**src/rtl/regfile_wb_arbiter.sv**
```systemverilog
// Purpose : shares the single register-file write port among NREQ writeback sources, round-robin.
// Latency : 1 cycle from a granted transfer (req_valid & req_ready) to the rf_* write.
// Backpress: the rf port never stalls, so some valid requester is granted every cycle; the rest wait.
//
// Ports:
//   clk, reset          clock, synchronous active-high reset
//   req_valid/req_ready per-requester handshake; req_ready is one-hot or zero
//   req_wa/req_wd       packed per-requester dest register (5b) and data (32b)
//   rf_we/rf_wa/rf_wd   registered register-file write port; rf_gid = source id
//   stat_grants         per-requester saturating grant counters (16b each)
//   stat_conflict       saturating count of cycles with two or more valid requesters
// Optional feature: define WB_STATS_EN to build the statistics counters;
// without it the stat_* outputs are constant zero and the port list is unchanged.
module regfile_wb_arbiter #(
  parameter int NREQ    = 3,
  parameter int REQ_IDW = 2
) (
  input  logic                  clk,
  input  logic                  reset,
  input  logic [NREQ-1:0]       req_valid,
  output logic [NREQ-1:0]       req_ready,
  input  logic [5*NREQ-1:0]     req_wa,
  input  logic [32*NREQ-1:0]    req_wd,
  output logic                  rf_we,
  output logic [4:0]            rf_wa,
  output logic [31:0]           rf_wd,
  output logic [REQ_IDW-1:0]    rf_gid,
  output logic [16*NREQ-1:0]    stat_grants,
  output logic [15:0]           stat_conflict
);

  // ptr holds the most recently granted index; the search starts just after it.
  logic [REQ_IDW-1:0] ptr;
  logic               sel_any;
  logic [REQ_IDW-1:0] sel_id;
  logic [4:0]         sel_wa;
  logic [31:0]        sel_wd;
  logic [NREQ-1:0]    gnt;

  // Each valid requester's distance from ptr+1 (mod NREQ) is its priority;
  // the smallest distance wins, which is the same as an upward wrapping scan.
  always_comb begin
    int best;
    int d;
    best    = NREQ;
    d       = 0;
    sel_any = 1'b0;
    sel_id  = '0;
    sel_wa  = '0;
    sel_wd  = '0;
    gnt     = '0;
    for (int i = 0; i < NREQ; i++) begin
      d = i - int'(ptr) - 1;
      if (d < 0) d = d + NREQ;
      if (req_valid[i] && d < best) begin
        best    = d;
        sel_any = 1'b1;
        sel_id  = REQ_IDW'(i);
        sel_wa  = req_wa[5*i +: 5];
        sel_wd  = req_wd[32*i +: 32];
      end
    end
    for (int i = 0; i < NREQ; i++) begin
      gnt[i] = sel_any && (sel_id == REQ_IDW'(i));
    end
  end

  // No transfer may complete while reset is high.
  assign req_ready = reset ? '0 : gnt;

  always_ff @(posedge clk) begin
    if (reset) begin
      ptr    <= REQ_IDW'(NREQ - 1);
      rf_we  <= 1'b0;
      rf_wa  <= '0;
      rf_wd  <= '0;
      rf_gid <= '0;
    end else if (sel_any) begin
      ptr    <= sel_id;
      rf_wa  <= sel_wa;
      rf_wd  <= sel_wd;
      rf_gid <= sel_id;
      // A write to r0 is accepted and consumes the slot, but is never performed.
      rf_we  <= (sel_wa != 5'd0);
    end else begin
      rf_we  <= 1'b0;
    end
  end

`ifdef WB_STATS_EN
  logic [15:0] gcnt [NREQ];
  logic [15:0] ccnt;

  always_ff @(posedge clk) begin
    if (reset) begin
      for (int i = 0; i < NREQ; i++) gcnt[i] <= '0;
      ccnt <= '0;
    end else begin
      for (int i = 0; i < NREQ; i++) begin
        if (gnt[i] && gcnt[i] != 16'hFFFF) gcnt[i] <= gcnt[i] + 16'd1;
      end
      if ($countones(req_valid) > 1 && ccnt != 16'hFFFF) ccnt <= ccnt + 16'd1;
    end
  end

  always_comb begin
    stat_grants = '0;
    for (int i = 0; i < NREQ; i++) stat_grants[16*i +: 16] = gcnt[i];
  end
  assign stat_conflict = ccnt;
`else
  assign stat_grants   = '0;
  assign stat_conflict = '0;
`endif

endmodule

```
**config.mk**
```make
export PLATFORM = sky130hd
export DESIGN_NAME = regfile_wb_arbiter
export DESIGN_NICKNAME = d
export VERILOG_FILES = /design/src/rtl/regfile_wb_arbiter.sv
export SDC_FILE = /design/constraint.sdc
export NUM_CORES = 1
export LEC_CHECK = 0
export BUFFER_PORTS_ARGS = -buffer_cell sky130_fd_sc_hd__buf_4
export CAP_MARGIN = 20
export CELL_PAD_IN_SITES_DETAIL_PLACEMENT = 1
export CELL_PAD_IN_SITES_GLOBAL_PLACEMENT = 1
export CORE_MARGIN = 5
export CORE_UTILIZATION = 32
export DETAILED_ROUTE_END_ITERATION = 6
export PLACE_DENSITY_LB_ADDON = 0.1
export SYNTH_ARGS = -nofsm -noshare
export SYNTH_HDL_FRONTEND = slang
export SYNTH_SLANG_ARGS = --single-unit
export TNS_END_PERCENT = 30
```
**constraint.sdc**
```tcl
create_clock -name clk -period 14.43 [get_ports clk]
set_clock_uncertainty 0.15 [all_clocks]
set_input_delay 2.886 -clock clk [delete_from_list [all_inputs] [get_ports clk]]
set_output_delay 2.886 -clock clk [all_outputs]
set_load 0.01 [all_outputs]
```
== Word-level counts from Yosys, hierarchy flattened ==
Cells that the tools add are included.

* Register bits after elaboration: 42
* Bits in latches: 0
* RAM bits: 0
* Memory bits (read-only): 0
* Input bits: 116
* Output and inout port bits: 107
* Logic and storage cells: 49
* Memories kept: 0

* $add $sub $neg: 9
* Multipliers: 0
* Divide/modulo/power cells: 0
* Magnitude comparators: 6
* Equality and inequality tests: 2
* Shift operators: 0
* Mux-type cells: 17
* Bitwise logic cells: 1
* Reduce and logical (&&, ||, !) cells: 9

{| class="wikitable"
|+ Operator list
! operator !! count
|-
| $mux W32 || 8
|-
| $lt A32 B32 Y1 || 2
|-
| $lt A32 B3 Y1 const B || 1
|-
| $add A4 B3 Y5 const B || 3
|-
| $mux W5 || 3
|-
| $lt A4 B1 Y1 const B || 3
|-
| $sub A3 B2 Y4 const B || 3
|-
| $logic_and A1 B1 Y1 || 6
|-
| $sub A1 B2 Y3 const A || 2
|-
| $reduce_bool A5 Y1 || 1
|-
| $mux W1 || 4
|-
| $mux W3 || 1
|-
| $sub A2 B2 Y3 const A || 1
|-
| $eq A2 B1 Y1 const B || 1
|-
| $eq A2 B2 Y1 const B || 1
|-
| $logic_not A2 Y1 || 1
|-
| $mux W2 || 1
|-
| $reduce_or A2 Y1 || 1
|-
| $not A1 Y1 || 1
|}

== Depth between registers and ports, before layout ==
* Word-level depth: 16
* Mapped depth: 21
* Mapped depth without buffers: 16

== Least setup slack after synthesis ==
No wires, ideal clock.

* Path type: input-to-output
* Start point: in req_valid[0]
* End point: out req_ready[2]
* Arrival: 6.401 ns
* Path slack: 4.993 ns
* Stages on the path: 19
* Path buffers: 6
* Cell sequence: clkbuf_1 > clkbuf_1 > and2_1 > ha_1 > o211ai_1 > a21oi_1 > o21a_1 > buf_2 > buf_2 > nand3_1 > a21boi_0 > ha_1 > a211o_1 > nor3_1 > o2111ai_1 > o21a_1 > buf_4 > buf_4 > nor2_1

* Word-level cells in the longest chain between the ends: 11

{| class="wikitable"
|+ Ends and longest elaborated chain
! element !! line !! text
|-
| start: declaration || 20 || <nowiki>input logic [NREQ-1:0] req_valid,</nowiki>
|-
| $logic_and A1 B1 Y1 * || 55 || <nowiki>if (req_valid[i] && d < best) begin</nowiki>
|-
| $mux W32 || 55 ||
|-
| $lt A32 B32 Y1 || 55 ||
|-
| $logic_and A1 B1 Y1 || 55 ||
|-
| $mux W32 || 55 ||
|-
| $lt A32 B32 Y1 || 55 ||
|-
| $logic_and A1 B1 Y1 || 55 ||
|-
| $mux W2 || 55 ||
|-
| $eq A2 B2 Y1 || 64 || <nowiki>gnt[i] = sel_any && (sel_id == REQ_IDW'(i));</nowiki>
|-
| $logic_and A1 B1 Y1 * || 64 ||
|-
| $mux W3 * || 69 || <nowiki>assign req_ready = reset ? '0 : gnt;</nowiki>
|-
| end: declaration || 21 || <nowiki>output logic [NREQ-1:0] req_ready,</nowiki>
|}

Every way passes the cells marked *; elsewhere a longest branch is shown, timed or not.

== Final worst setup path ==
Ends and elaborated chain as after synthesis.

==> summary.txt <==
Status
  – Status: finished clean

Critical path
  – Crit start category: input port
  – CP max FO: 83
  – Critical Path AT: between 7 and 8 ns
  – Endpoint class of the critical path: output port
  – Kind of critical path: in -> out
  – CP required: about 11 ns

Die
  – I/O Pins: ~220
  – Die X: about 110 um
  – Die area: about 13,000 um^2
  – Starting Density: 0.329
  – Die H: about 110 um
  – Core Region: 10,300 um^2
  – Row cnt: 37

Yosys
  – Post-synth EDFFs: 0
  – Synthesized flop and latch total: between 40 and 50
  – Syn. warnings: 0
  – Synthesized instance count: slightly above 400
  – Mapped Area: around 3400 um^2
  – Syn_area_per_cell: around 8.4 um^2
  – Synth cell types: 37
  – Synth async-reset ratio: 0
  – Post-synthesis sequential area ratio: 0.242
  – Main synth FF type: dfxtp_1

Clock tree
  – Worst skew pair latency: a little under 0.3 ns
  – Setup bufs post-CTS: 0
  – Root Driver: clkbuf_8
  – CTS Sinks: just over 40
  – H-tree Lvls: 2
  – Clock transition at path regs: 0.09 ns
  – Clock Path Buffers: 2
  – PostCTS Resize Cnt: 0
  – TritonCTS Buffers: 5
  – Hold buffer count at cts: 0
  – CTS tree: yes

Global routing
  – Initial antenna violation count: 0
  – Largest net degree at the start of global routing: 84
  – GRT Overall Usage: 0.172
  – First-pass GRT wire length: ~18,000 um
  – Number of global-route vias before repair: about 3,500
  – GRT Residual Overflow: 0

Detailed routing
  – WL met1: between 5000 and 6000 um
  – DR vias/cell: just under 5
  – First-pass detailed-route iteration total: 4
  – Met3 Routed Length: 964 um
  – DR WL met2: 5540 um
  – Detailed Route Iter0 Violations: 146
  – # DRC: 0
  – DR vias: approximately 3,300
  – Final wirelength: between 10,000 and 15,000 um
  – Top sig layer: met4
  – Antenna Nets Post-Route: 0
  – WL/cell: about 17 um

STA
  – Final TNS setup: 0 ns
  – Max-Slew Margin vs Limit: 0.319
  – Slew Viols, Final: 0
  – Least-Margin Pin Slew: just over 1 ns
  – Fin crit share: 0.726
  – Final hold vios: 0
  – RSZ-0062 raised after global routing: false
  – Final setup vio count: 0
  – Crit path time final: 10.47 ns
  – Max Freq: roughly 95 MHz

Layout
  – Area Growth Syn to Fin: 30.7%
  – Diodes inserted: 0
  – Layout cells sized above 1: 0.381
  – # nets final: 671
  – Commonest non-fill, non-tap cell in the layout: buf_4
  – Commonest non-fill, non-tap cells in the layout: 161 x buf_4, 66 x conb_1, 41 x dfxtp_1

Worst hold path
  – Hold Crit Class: reg -> reg

Placement
  – GP Congestion: between 0.7 and 0.8
  – Buffers on Ports: 158
  – Post-DP HPWL: approximately 8700 um

Power
  – P_leak: 2.00 nW
  – Total Power: 0.687 mW
  – Cell Pwr Density: around 150 nW/um^2
  – Max VDD drop: between 0.08 and 0.09 mV

Job
  – MaxCap Viol Count: 0
-- worst max-delay path: stages --
cell      delay (ns)
buf_4           0.45
nand2_1         0.16
ha_1            0.34
o211ai_1        0.14
a21oi_1         0.20
o21a_2          0.16
buf_4           0.57
nand3_1         0.19
ha_1            0.31
o21ai_0         0.07
nor4b_1         0.16
o31ai_1         0.54
o21a_4          0.87
nor2_1          0.08
buf_4           0.18
-- area by class of cell --
| class | count | area, um^2 |
|---|---|---|
| Clock buffer | 5 | 68.8 |
| Clock inverter | 3 | 17.5 |
| Fill cell | 1271 | 5880 |
| Inverter | 3 | 11.3 |
| Multi-Input combinational cell | 327 | 2140 |
| Sequential cell | 41 | 821 |
| Tap cell | 136 | 170 |
| Timing Repair Buffer | 161 | 1210 |
-- path summary, 6_finish.rpt --
kind	start	depth (start not counted)	slack (ns)	endpoint
min reg2reg	rf_gid[1]	2	0.38	rf_gid[1]
min	rf_gid[1]	2	0.38	rf_gid[1]
max	req_valid[0]	15	3.96	req_ready[2]
max reg2reg	rf_gid[0]	16	8.87	rf_wd[18]
-- synthesized netlist by cell type (7+ instances only) --
library cell	number	area, um^2
buf_2	9	45.0
nor2_1	38	143
clkbuf_1	12	45.0
nand2_1	17	63.8
nor3_1	36	180
a21oi_1	8	40.0
a2111oi_2	32	480
nand3b_1	32	240
ha_1	16	200
buf_4	74	556
o21ai_0	38	190
dfxtp_1	41	821
o211ai_1	7	52.6
-- through the flow --
| step | cells | setup WS (ns) | util | instance area, um^2 | hold WS, ns |
|---|---|---|---|---|---|
| after floorplan | 470 | 4.99 | - | 3640 | 0.374 |
| after global placement | 668 | 4.21 | 0.422 | 4350 | 0.353 |
| after detailed placement | 668 | 3.96 | 0.422 | 4350 | 0.361 |
| after CTS | 676 | 3.92 | 0.430 | 4440 | 0.388 |
| after global routing | 676 | 3.46 | 0.430 | 4440 | 0.449 |
| final | 676 | 3.96 | 0.430 | 4440 | 0.384 |
-- power by group --
| group | internal [mW] | leakage, nW | switching, mW |
|---|---|---|---|
| Sequential | 0.159 | 0.342 | 0.0280 |
| Combinational | 0.175 | 1.62 | 0.248 |
| Clock | 0.0335 | 0.0439 | 0.0439 |
-- logic make-up after synthesis --
family,Yosys count,share of synthesized area
xor+xnor,1,0.00258
buf+inv,102,0.204
fa+ha+maj,16,0.0589
other cells,1,0.00110
compound gates,94,0.247
mux,5,0.0147
flops,41,0.242
simple gates,145,0.230
-- state kept, by name, summed over array words and instances, names as in the netlist --
signal,cells
rf_gid,2
ptr,1
rf_we,1
rf_wa,5
rf_wd,32
-- per-layer routing --
layer  up-vias  global-route usage
met5         -                   0
met2       143               0.299
met1      1558               0.216
met3         8              0.0497
met4         0              0.0240
li1       1606                   -
(Power assumes the default switching activity.)
